$ cat src/rtl/branch_pkg.sv
// Shared definitions for the EX-stage branch/jump resolution controller.
// States, funct3 codes, instruction class encoding and the flush counter width.
package branch_pkg;

    // Controller states
    localparam logic [1:0] ST_IDLE    = 2'd0;
    localparam logic [1:0] ST_RESOLVE = 2'd1;
    localparam logic [1:0] ST_FLUSH   = 2'd2;

    // Conditional branch funct3 codes
    localparam logic [2:0] F3_BEQ  = 3'b000;
    localparam logic [2:0] F3_BNE  = 3'b001;
    localparam logic [2:0] F3_BLT  = 3'b100;
    localparam logic [2:0] F3_BGE  = 3'b101;
    localparam logic [2:0] F3_BLTU = 3'b110;
    localparam logic [2:0] F3_BGEU = 3'b111;

    // Control-transfer class of the latched instruction
    typedef enum logic [1:0] {
        CLS_BRANCH = 2'd0,
        CLS_JAL    = 2'd1,
        CLS_JALR   = 2'd2,
        CLS_NONE   = 2'd3
    } cls_e;

    // Flush countdown width; holds FLUSH_CYCLES in 1..7
    localparam int unsigned FCNT_W = 3;
    localparam logic [FCNT_W-1:0] FCNT_ONE = {{(FCNT_W-1){1'b0}}, 1'b1};

    // Comparator mode: only the unsigned branches clear it
    function automatic logic br_un_sel(cls_e cls, logic [2:0] f3);
        logic sel;
        sel = 1'b1;
        if (cls == CLS_BRANCH) begin
            if (f3 == F3_BLTU || f3 == F3_BGEU) begin
                sel = 1'b0;
            end
        end
        return sel;
    endfunction

endpackage

$ cat src/rtl/branch_decision.sv
// Combinational taken/illegal decision for one control-transfer instruction.
// Jumps are always taken; reserved branch funct3 codes are illegal, not taken.
module branch_decision
    import branch_pkg::*;
(
    input  cls_e       cls_i,
    input  logic [2:0] funct3_i,
    input  logic       less_i,
    input  logic       equal_i,
    output logic       taken_o,
    output logic       illegal_o
);

    logic br_taken;
    logic br_illegal;

    // Conditional branch outcome from funct3 and comparator flags
    always_comb begin
        br_taken   = 1'b0;
        br_illegal = 1'b0;
        case (funct3_i)
            F3_BEQ:  br_taken = equal_i;
            F3_BNE:  br_taken = ~equal_i;
            F3_BLT:  br_taken = less_i;
            F3_BGE:  br_taken = ~less_i;
            F3_BLTU: br_taken = less_i;
            F3_BGEU: br_taken = ~less_i;
            default: br_illegal = 1'b1;
        endcase
    end

    // Select outcome by instruction class
    always_comb begin
        taken_o   = 1'b0;
        illegal_o = 1'b0;
        unique case (cls_i)
            CLS_BRANCH: begin
                taken_o   = br_taken;
                illegal_o = br_illegal;
            end
            CLS_JAL:  taken_o = 1'b1;
            CLS_JALR: taken_o = 1'b1;
            CLS_NONE: taken_o = 1'b0;
        endcase
    end

endmodule

$ cat src/rtl/branch_ctrl.sv
// EX-stage branch/jump resolution controller with static not-taken prediction.
// Resolves one instruction at a time, redirects fetch and holds a front-end flush.
module branch_ctrl
    import branch_pkg::*;
#(
    parameter int unsigned FLUSH_CYCLES = 2
) (
    input  logic        i_clk,
    input  logic        i_reset,
    input  logic        i_valid,
    output logic        o_ready,
    input  logic        i_is_branch,
    input  logic        i_is_jal,
    input  logic        i_is_jalr,
    input  logic [2:0]  i_funct3,
    input  logic [31:0] i_pc,
    input  logic [31:0] i_imm,
    input  logic [31:0] i_rs1_data,
    input  logic        i_kill,
    output logic        o_br_un,
    input  logic        i_br_less,
    input  logic        i_br_equal,
    output logic        o_resolved,
    output logic        o_taken,
    output logic        o_redirect,
    output logic [31:0] o_target,
    output logic        o_flush,
    output logic        o_illegal,
    output logic        o_misaligned,
    output logic [31:0] o_br_count,
    output logic [31:0] o_taken_count
);

    localparam logic [FCNT_W-1:0] FCNT_LOAD = FCNT_W'(FLUSH_CYCLES);

    logic [1:0]        state_q, state_d;
    logic [FCNT_W-1:0] fcnt_q, fcnt_d;
    cls_e              cls_q, cls_d;
    logic [2:0]        f3_q, f3_d;
    logic [31:0]       pc_q, pc_d;
    logic [31:0]       imm_q, imm_d;
    logic [31:0]       rs1_q, rs1_d;
    logic              br_un_q, br_un_d;
    logic              resolved_q, resolved_d;
    logic              taken_q, taken_d;
    logic              redirect_q, redirect_d;
    logic              illegal_q, illegal_d;
    logic              misal_q, misal_d;
    logic [31:0]       target_q, target_d;
    logic [31:0]       br_cnt_q, br_cnt_d;
    logic [31:0]       tk_cnt_q, tk_cnt_d;

    cls_e        cls_in;
    logic        dec_taken;
    logic        dec_illegal;
    logic [31:0] tgt_pc;
    logic [31:0] tgt_jalr;
    logic [31:0] tgt;

    // Encode the one-hot class inputs
    always_comb begin
        cls_in = CLS_NONE;
        case (1'b1)
            i_is_branch: cls_in = CLS_BRANCH;
            i_is_jal:    cls_in = CLS_JAL;
            i_is_jalr:   cls_in = CLS_JALR;
            default:     cls_in = CLS_NONE;
        endcase
    end

    branch_decision u_decision (
        .cls_i     (cls_q),
        .funct3_i  (f3_q),
        .less_i    (i_br_less),
        .equal_i   (i_br_equal),
        .taken_o   (dec_taken),
        .illegal_o (dec_illegal)
    );

    // Target adders; JALR clears bit 0 of the sum
    always_comb begin
        tgt_pc   = pc_q + imm_q;
        tgt_jalr = (rs1_q + imm_q) & ~32'h1;
        tgt      = (cls_q == CLS_JALR) ? tgt_jalr : tgt_pc;
    end

    // Next-state, pulse and counter logic
    always_comb begin
        state_d    = state_q;
        fcnt_d     = fcnt_q;
        cls_d      = cls_q;
        f3_d       = f3_q;
        pc_d       = pc_q;
        imm_d      = imm_q;
        rs1_d      = rs1_q;
        br_un_d    = br_un_q;
        resolved_d = 1'b0;
        taken_d    = 1'b0;
        redirect_d = 1'b0;
        illegal_d  = 1'b0;
        misal_d    = 1'b0;
        target_d   = target_q;
        br_cnt_d   = br_cnt_q;
        tk_cnt_d   = tk_cnt_q;
        unique case (state_q)
            ST_IDLE: begin
                if (i_valid) begin
                    cls_d   = cls_in;
                    f3_d    = i_funct3;
                    pc_d    = i_pc;
                    imm_d   = i_imm;
                    rs1_d   = i_rs1_data;
                    br_un_d = br_un_sel(cls_in, i_funct3);
                    state_d = ST_RESOLVE;
                end
            end
            ST_RESOLVE: begin
                state_d = ST_IDLE;
                if (!i_kill) begin
                    resolved_d = 1'b1;
                    taken_d    = dec_taken;
                    illegal_d  = dec_illegal;
                    br_cnt_d   = br_cnt_q + 32'd1;
                    if (dec_taken) begin
                        tk_cnt_d = tk_cnt_q + 32'd1;
                        target_d = tgt;
                        if (tgt[1]) begin
                            misal_d = 1'b1;
                        end else begin
                            redirect_d = 1'b1;
                            fcnt_d     = FCNT_LOAD;
                            state_d    = ST_FLUSH;
                        end
                    end
                end
            end
            ST_FLUSH: begin
                if (fcnt_q <= FCNT_ONE) begin
                    fcnt_d  = '0;
                    state_d = ST_IDLE;
                end else begin
                    fcnt_d = fcnt_q - FCNT_ONE;
                end
            end
            default: begin
                fcnt_d  = '0;
                state_d = ST_IDLE;
            end
        endcase
    end

    // State and output registers with synchronous active-low reset
    always_ff @(posedge i_clk) begin
        if (!i_reset) begin
            state_q    <= ST_IDLE;
            fcnt_q     <= '0;
            cls_q      <= CLS_NONE;
            f3_q       <= '0;
            pc_q       <= '0;
            imm_q      <= '0;
            rs1_q      <= '0;
            br_un_q    <= 1'b1;
            resolved_q <= 1'b0;
            taken_q    <= 1'b0;
            redirect_q <= 1'b0;
            illegal_q  <= 1'b0;
            misal_q    <= 1'b0;
            target_q   <= '0;
            br_cnt_q   <= '0;
            tk_cnt_q   <= '0;
        end else begin
            state_q    <= state_d;
            fcnt_q     <= fcnt_d;
            cls_q      <= cls_d;
            f3_q       <= f3_d;
            pc_q       <= pc_d;
            imm_q      <= imm_d;
            rs1_q      <= rs1_d;
            br_un_q    <= br_un_d;
            resolved_q <= resolved_d;
            taken_q    <= taken_d;
            redirect_q <= redirect_d;
            illegal_q  <= illegal_d;
            misal_q    <= misal_d;
            target_q   <= target_d;
            br_cnt_q   <= br_cnt_d;
            tk_cnt_q   <= tk_cnt_d;
        end
    end

    // Handshake and flush are pure functions of state
    always_comb begin
        o_ready = (state_q == ST_IDLE);
        o_flush = (state_q == ST_FLUSH);
    end

    assign o_br_un       = br_un_q;
    assign o_resolved    = resolved_q;
    assign o_taken       = taken_q;
    assign o_redirect    = redirect_q;
    assign o_target      = target_q;
    assign o_illegal     = illegal_q;
    assign o_misaligned  = misal_q;
    assign o_br_count    = br_cnt_q;
    assign o_taken_count = tk_cnt_q;

endmodule

$ cat config.mk
export PLATFORM = sky130hd
export DESIGN_NAME = branch_ctrl
export DESIGN_NICKNAME = d
export VERILOG_FILES = /design/src/rtl/branch_pkg.sv /design/src/rtl/branch_decision.sv /design/src/rtl/branch_ctrl.sv
export SDC_FILE = /design/constraint.sdc
export NUM_CORES = 1
export LEC_CHECK = 0
export ABC_CLOCK_PERIOD_IN_PS = 4210
export CAP_MARGIN = 20
export CORE_MARGIN = 5
export CORE_UTILIZATION = 37
export CTS_CLUSTER_DIAMETER = 200
export DETAILED_ROUTE_END_ITERATION = 16
export GPL_ROUTABILITY_DRIVEN = 0
export PLACE_DENSITY_LB_ADDON = 0.25
export SETUP_SLACK_MARGIN = 0.1
export SYNTH_ARGS = -nofsm -noshare
export SYNTH_HDL_FRONTEND = slang
export SYNTH_SLANG_ARGS = --single-unit
$ cat constraint.sdc
create_clock -name i_clk -period 4.21 [get_ports i_clk]
set_input_delay 0.421 -clock i_clk [delete_from_list [all_inputs] [get_ports i_clk]]
set_output_delay 0.421 -clock i_clk [all_outputs]
set_load 0.02 [all_outputs]
==> results of run 1 <==
-- per-layer routing --
layer | up-vias | global-route usage, % | routed length, um
li1 | 5407 | - | -
met1 | 4870 | 25.6 | 16300
met2 | 336 | 29.7 | 14800
met3 | 55 | 2.76 | 1770
met4 | 0 | 5.45 | 1100
met5 | - | 0 | 0
-- sequential cells by signal, indices dropped and copies added (netlist names), 2 cells and up --
| register | flops |
|---|---|
| cls_q | 2 |
| f3_q | 3 |
| fcnt_q | 3 |
| imm_q | 32 |
| o_br_count | 32 |
| o_taken_count | 32 |
| o_target | 32 |
| pc_q | 32 |
| rs1_q | 32 |
| state_q | 2 |
-- where the power goes --
part | total (mW) | leakage (nW) | internal, mW | switching (mW)
sequential | 2.12 | 1.69 | 2.05 | 0.0649
combinational | 0.776 | 3.94 | 0.340 | 0.436
clock | 2.25 | 0.427 | 1.41 | 0.833
total | 5.14 | 6.06 | 3.80 | 1.33
-- per-stage QoR --
step	power (mW)	utilization (%)	hold WS, ps	std cells
finish	5.14	47.9	424	2045
global route	5.35	47.9	451	2045
CTS	5.18	47.8	419	2043
detailed placement	2.92	45.0	464	2000
global placement	2.91	45.0	459	2000
floorplan	2.62	-	447	1452
-- cell type report --
cell class / count / area [um^2] / share of cell area (%)
Clock inverter: 11 / 161 / 1.07
Sequential cell: 208 / 4160 / 27.7
Inverter: 31 / 116 / 0.773
Tap cell: 402 / 503 / 3.34
Multi-Input combinational cell: 1142 / 7180 / 47.7
Timing Repair Buffer: 219 / 2220 / 14.8
Clock buffer: 32 / 702 / 4.66
-- logic make-up (layout without fill, tap and decap cells) --
family,after synthesis,after routing
buffers and inverters,102,293
multiplexers,2,2
flip-flops,208,208
adder cells (fa/ha/maj),72,72
XOR/XNOR,109,109
AO/OA/AOI/OAI,390,390
AND/OR/NAND/NOR,569,569
-- worst max-delay path, stage by stage (launching register included) --
cell and delay [ps]:
dfxtp_1 380, inv_1 100, fa_1 440, nand2b_1 210, a21o_1 220, a211o_1 320
a21oi_1 380, a21boi_1 240, o2111a_1 300, nor4_1 250, a211oi_1 100
-- placed cells by master, fill, tap and decap left out, types with 9 or more instances in the layout --
cell type,instances
a211oi_1,12
a21boi_0,105
a21o_1,39
a21oi_1,82
a31oi_1,12
and2_1,64
and3_1,14
clkbuf_16,25
clkdlybuf4s50_1,210
dfxtp_1,208
ha_1,70
inv_1,31
nand2_1,288
nand3_1,45
nand4_1,28
nor2_1,59
nor3_1,14
o21a_1,9
o21ai_0,62
or3_1,9
xnor2_1,80
xor2_1,29
-- worst min path at each step --
stage	startpoint	endpoint	slack [ps]	cells past startpoint
5_1_grt	i_rs1_data[19]	rs1_q[19]	450	3
3_5_place_dp	pc_q[20]	pc_q[20]	460	2
4_1_cts	i_reset	o_br_un	420	2
2_1_floorplan	rs1_q[10]	rs1_q[10]	450	2
3_3_place_gp	o_target[24]	o_target[24]	460	2
6_report	i_reset	o_br_un	420	2
==> results.ini, run 1 <==
[finish]
final_cell_area_um2=15100
drive_gt1_share_pct=3.53
fin_nets=1806
syn2layout_area_growth_pct=28.5
diodes=0
nFillCells=3053

[detailed_routing]
drt_iter0_markers=591
drt_pre_antenna_iters=5
viasPerCell=5.22
vias=10700
drc=0
routedWlPerCell_um=16.6
wirelength_um=34000
drtAntennaViolNets=0

[status]
outcome=finished clean

[synthesis]
synthAdderAreaFrac_pct=7.82
synth-compound-area-share_pct=22.2
netlist_area_um2=11700
ys.flop_type=dfxtp_1
synth.most_common_cell=nand2_1
async_reset_ff_share_pct=0
synth.avg_cell_area_um2=8.07
yosysWarnings=0
synth-xor-area-share_pct=8.15
synthesis.instances=1452
synth_top_area_share_pct=35.5
synth_edf_count=0
synth_common_cells=nand2_1, dfxtp_1, a21boi_0
synth_seq_cells=208
ys_seq_area_share_pct=35.5
yosys-top-cells-area=dfxtp_1, nand2_1, ha_1
synthSimpleGateAreaFrac_pct=22.8
synth_top_family_by_area=simple AND/OR/NAND/NOR gates
synthMuxAreaShare_pct=0.171
syn_nets=1632
synth_cell_types=61
netlist.top_cell.by_area=dfxtp_1

[cts]
numCtsBuffers=24
cts.htree.levels=1
post_cts_buffers=0
cts.sinks=208
insertion_delay_ps=520
cts_resized=0
cts_tree=done
clk_pin_slew_worst_paths_ps=60
cts-root-buf=clkbuf_16
cts_buffer_depth=3
postCtsHoldBufs=0

[worst_setup_path]
worstPathMaxFanout=5
critPathCaptureType=flip-flop
r2r_cells=10
cp.arrival_ps=3450
reg2reg_slack_ps=1120
start_kind=flip-flop
r2r_start=imm_q[1]
startpoint=imm_q[1]
cp-endpoint=o_target[30]
crit-reg2reg-capture=o_target[30]
crit_type=flip-flop to flip-flop
cp_data_required_time_ps=4570

[timing]
fin_setup_tns_ps=0
rsz0062_at_grt=false
setup_viol=0
slew_headroom_pct=43.0
min_period_over_period_pct=73.5
worst_pin_slew_ps=856
final_hold_viol_count=0
fin_worst_skew_ps=17.9
clock.fmax_ghz=0.323
fin_ws_ps=1120
drv_slew=0
fin_crit_ps=3090

[placement]
post-place-ws_ps=1130
hpwl_um=25500
post_dp_cell_area_um2=14100
numPortBuffers=211

[floorplanning]
ios=212
die_h_um=188
die_w_um=188
initial_utilization_pct=37.3
dieArea_um2=35300
core_area_um2=31400
rows=65

[run]
max_cap_viol_count=0

[power]
ir_worst_vdd_uv=246
p_leak_nw=6.06
p_per_area_nw_per_um2=341

[global_routing]
grt_pass1_vias=10400
grt_antenna_before_repair=0
grt_max_degree=104
grt_usage_pct=18.4
grt_pass1_wl_um=54600
gr-total-overflow=0

[worst_hold_path]
min_path_type=input port to flip-flop

Note: power is estimated with default switching activity, not from simulation.
==> run 2: changes to the inputs <==
--- a/config.mk
+++ b/config.mk
@@ -5,7 +5,7 @@
 export SDC_FILE = /design/constraint.sdc
 export NUM_CORES = 1
 export LEC_CHECK = 0
-export ABC_CLOCK_PERIOD_IN_PS = 4210
+export ABC_CLOCK_PERIOD_IN_PS = 2700
 export CAP_MARGIN = 20
 export CORE_MARGIN = 5
 export CORE_UTILIZATION = 37
==> constraint.sdc (replaced) <==
create_clock -name i_clk -period 2.7 [get_ports i_clk]
set_input_delay 0.27 -clock i_clk [delete_from_list [all_inputs] [get_ports i_clk]]
set_output_delay 0.27 -clock i_clk [all_outputs]
set_load 0.02 [all_outputs]
==> run 2 against run 1 <==
  * Count of clock-buffer cells in the layout up 8
  * Clock power up 51%
  * Fmax up 21%
  * Final cell count up 2.9%
  * Critical endpoint is now o_target[28]
  * Largest power group unchanged
  * Via count up 3.7%
  * Largest cell class unchanged
==> results.ini, run 2 (same netlist as run 1, synthesis figures left out) <==
[status]
outcome=finished clean  ; unchanged

[detailed_routing]
viasPerCell=5.26  ; was 5.22
drt_iter0_markers=658  ; was 591
vias=11100  ; was 10700
wirelength_um=34600  ; was 34000 um
drc=0  ; unchanged
drtAntennaViolNets=0  ; unchanged
drt_pre_antenna_iters=6  ; was 5
routedWlPerCell_um=16.4  ; was 16.6 um

[floorplanning]
ios=212  ; unchanged
rows=65  ; unchanged
initial_utilization_pct=37.3  ; unchanged
die_h_um=188  ; unchanged
die_w_um=188  ; unchanged
dieArea_um2=35300  ; unchanged
core_area_um2=31400  ; unchanged

[worst_setup_path]
cp.arrival_ps=2960  ; was 3450 ps
crit_type=flip-flop to flip-flop  ; unchanged
cp_data_required_time_ps=3110  ; was 4570 ps
startpoint=imm_q[0]  ; was imm_q[1]
r2r_start=imm_q[0]  ; was imm_q[1]
worstPathMaxFanout=4  ; was 5
critPathCaptureType=flip-flop  ; unchanged
start_kind=flip-flop  ; unchanged

[worst_hold_path]
min-delay-start=i_reset  ; unchanged
min_path_type=input port to flip-flop  ; unchanged

[finish]
multi_input_area_um2=7420  ; was 7180 um^2
nFillCells=3020  ; was 3053
stdcell_count=2104  ; was 2045
syn2layout_area_growth_pct=33.8  ; was 28.5%
final_cell_mix=nand2_1, clkdlybuf4s50_1, dfxtp_1  ; unchanged
drive_gt1_share_pct=9.05  ; was 3.53%
seq_area_um2=4180  ; was 4160 um^2
final_cell_area_um2=15700  ; was 15100 um^2
final_common_cell=nand2_1  ; unchanged
fin_nets=1863  ; was 1806
final_core_util_pct=49.9  ; was 47.9%
diodes=0  ; unchanged

[power]
p_leak_nw=6.32  ; was 6.06 nW
p_per_area_nw_per_um2=509  ; was 341 nW/um^2
ir_worst_vdd_uv=421  ; was 246 uV

[timing]
rsz0062_at_grt=true  ; was false
min_period_over_period_pct=94.4  ; was 73.5%
drv_slew=0  ; unchanged
fin_ws_ps=151  ; was 1120 ps
fin_crit_ps=2550  ; was 3090 ps
final_hold_viol_count=0  ; unchanged
setup_viol=0  ; unchanged
clock.fmax_ghz=0.392  ; was 0.323 GHz
worst_pin_slew_ps=562  ; was 856 ps
slew_headroom_pct=62.6  ; was 43.0%
fin_worst_skew_ps=19.5  ; was 17.9 ps

[placement]
hpwl_um=26300  ; was 25500 um
dp.cells=2050  ; was 2000
post_dp_cell_area_um2=14500  ; was 14100 um^2
post-place-ws_ps=-21.3  ; was 1130 ps
numPortBuffers=211  ; unchanged

[cts]
cts-root-buf=clkbuf_16  ; unchanged
numCtsBuffers=25  ; was 24
cts.sinks=208  ; unchanged
insertion_delay_ps=530  ; was 520 ps
cts.htree.levels=1  ; unchanged
clk_pin_slew_worst_paths_ps=60  ; about the same
cts_buffer_depth=3  ; unchanged
postCtsHoldBufs=0  ; unchanged
cts_tree=done  ; unchanged

[global_routing]
grt_antenna_before_repair=0  ; unchanged
grt_max_degree=71  ; was 104
grt_pass1_vias=10600  ; was 10400
gr-total-overflow=0  ; unchanged
grt_usage_pct=18.7  ; was 18.4%
grt_pass1_wl_um=55500  ; was 54600 um

[run]
max_cap_viol_count=0  ; unchanged

## run 2: cell types whose count changed in the layout (fill, tap and decap cells not counted), sizes merged
cell	change
clkbuf	+8
inv	+1
clkinvlp	+2
buf	+56
clkinv	-6
bufinv	-2
## run 2: routing by layer
metal  wire, um  global-route usage [%]  vias up
met5          0                       0        -
met4       1130                    6.38        0
met3       2010                    3.16       65
met2      15400                    30.0      342
met1      16000                    25.6     5118
li1           -                       -     5534
## run 2: where the power goes
group | internal [mW] | switching [mW] | total (mW) | leakage [nW]
sequential | 3.20 | 0.102 | 3.30 | 1.70
combinational | 0.588 | 0.704 | 1.29 | 4.23
clock | 2.07 | 1.32 | 3.39 | 0.395
total | 5.85 | 2.13 | 7.98 | 6.32
## run 2: final cells by class
| cell class | instances | share of cell area (%) |
|---|---|---|
| Clock buffer | 40 | 4.73 |
| Clock inverter | 6 | 0.583 |
| Inverter | 31 | 0.742 |
| Multi-Input combinational cell | 1142 | 47.3 |
| Sequential cell | 208 | 26.6 |
| Tap cell | 402 | 3.21 |
| Timing Repair Buffer | 275 | 16.8 |
## run 2: critical path, stage by stage, from the launching register on
cell and delay (ps):
dfxtp_4 370, nand2_2 70, fa_2 380, nand2b_4 160, a21o_1 200, a211o_1 350, a21oi_2 220, buf_4 160
a21oi_2 60, o21bai_1 180, mux2i_1 250, a211oi_2 50
## run 2: final timing paths
path / end / slack, ps / depth (start not counted)
setup / recovery: o_target[28] / 150 / 11
hold / removal: o_target[19] / 290 / 2
setup reg to reg: o_target[28] / 150 / 11
hold reg to reg: rs1_q[17] / 470 / 2
## run 2: stage by stage
stage / total power, mW / setup TNS (ps) / hold slack (ps)
3_3_place_gp: 4.61 / 0 / 454
6_report: 7.98 / 0 / 291
4_1_cts: 8.04 / 0 / 246
2_1_floorplan: 4.08 / 0 / 408
5_1_grt: 8.36 / 0 / 274
3_5_place_dp: 4.61 / -44.7 / 463
## run 2: what timing repair did
item                       4_1_cts  5_1_grt
buffers inserted                 0        8
resized for setup                7       51
pin swaps                        4       14
setup endpoints to repair        8       16
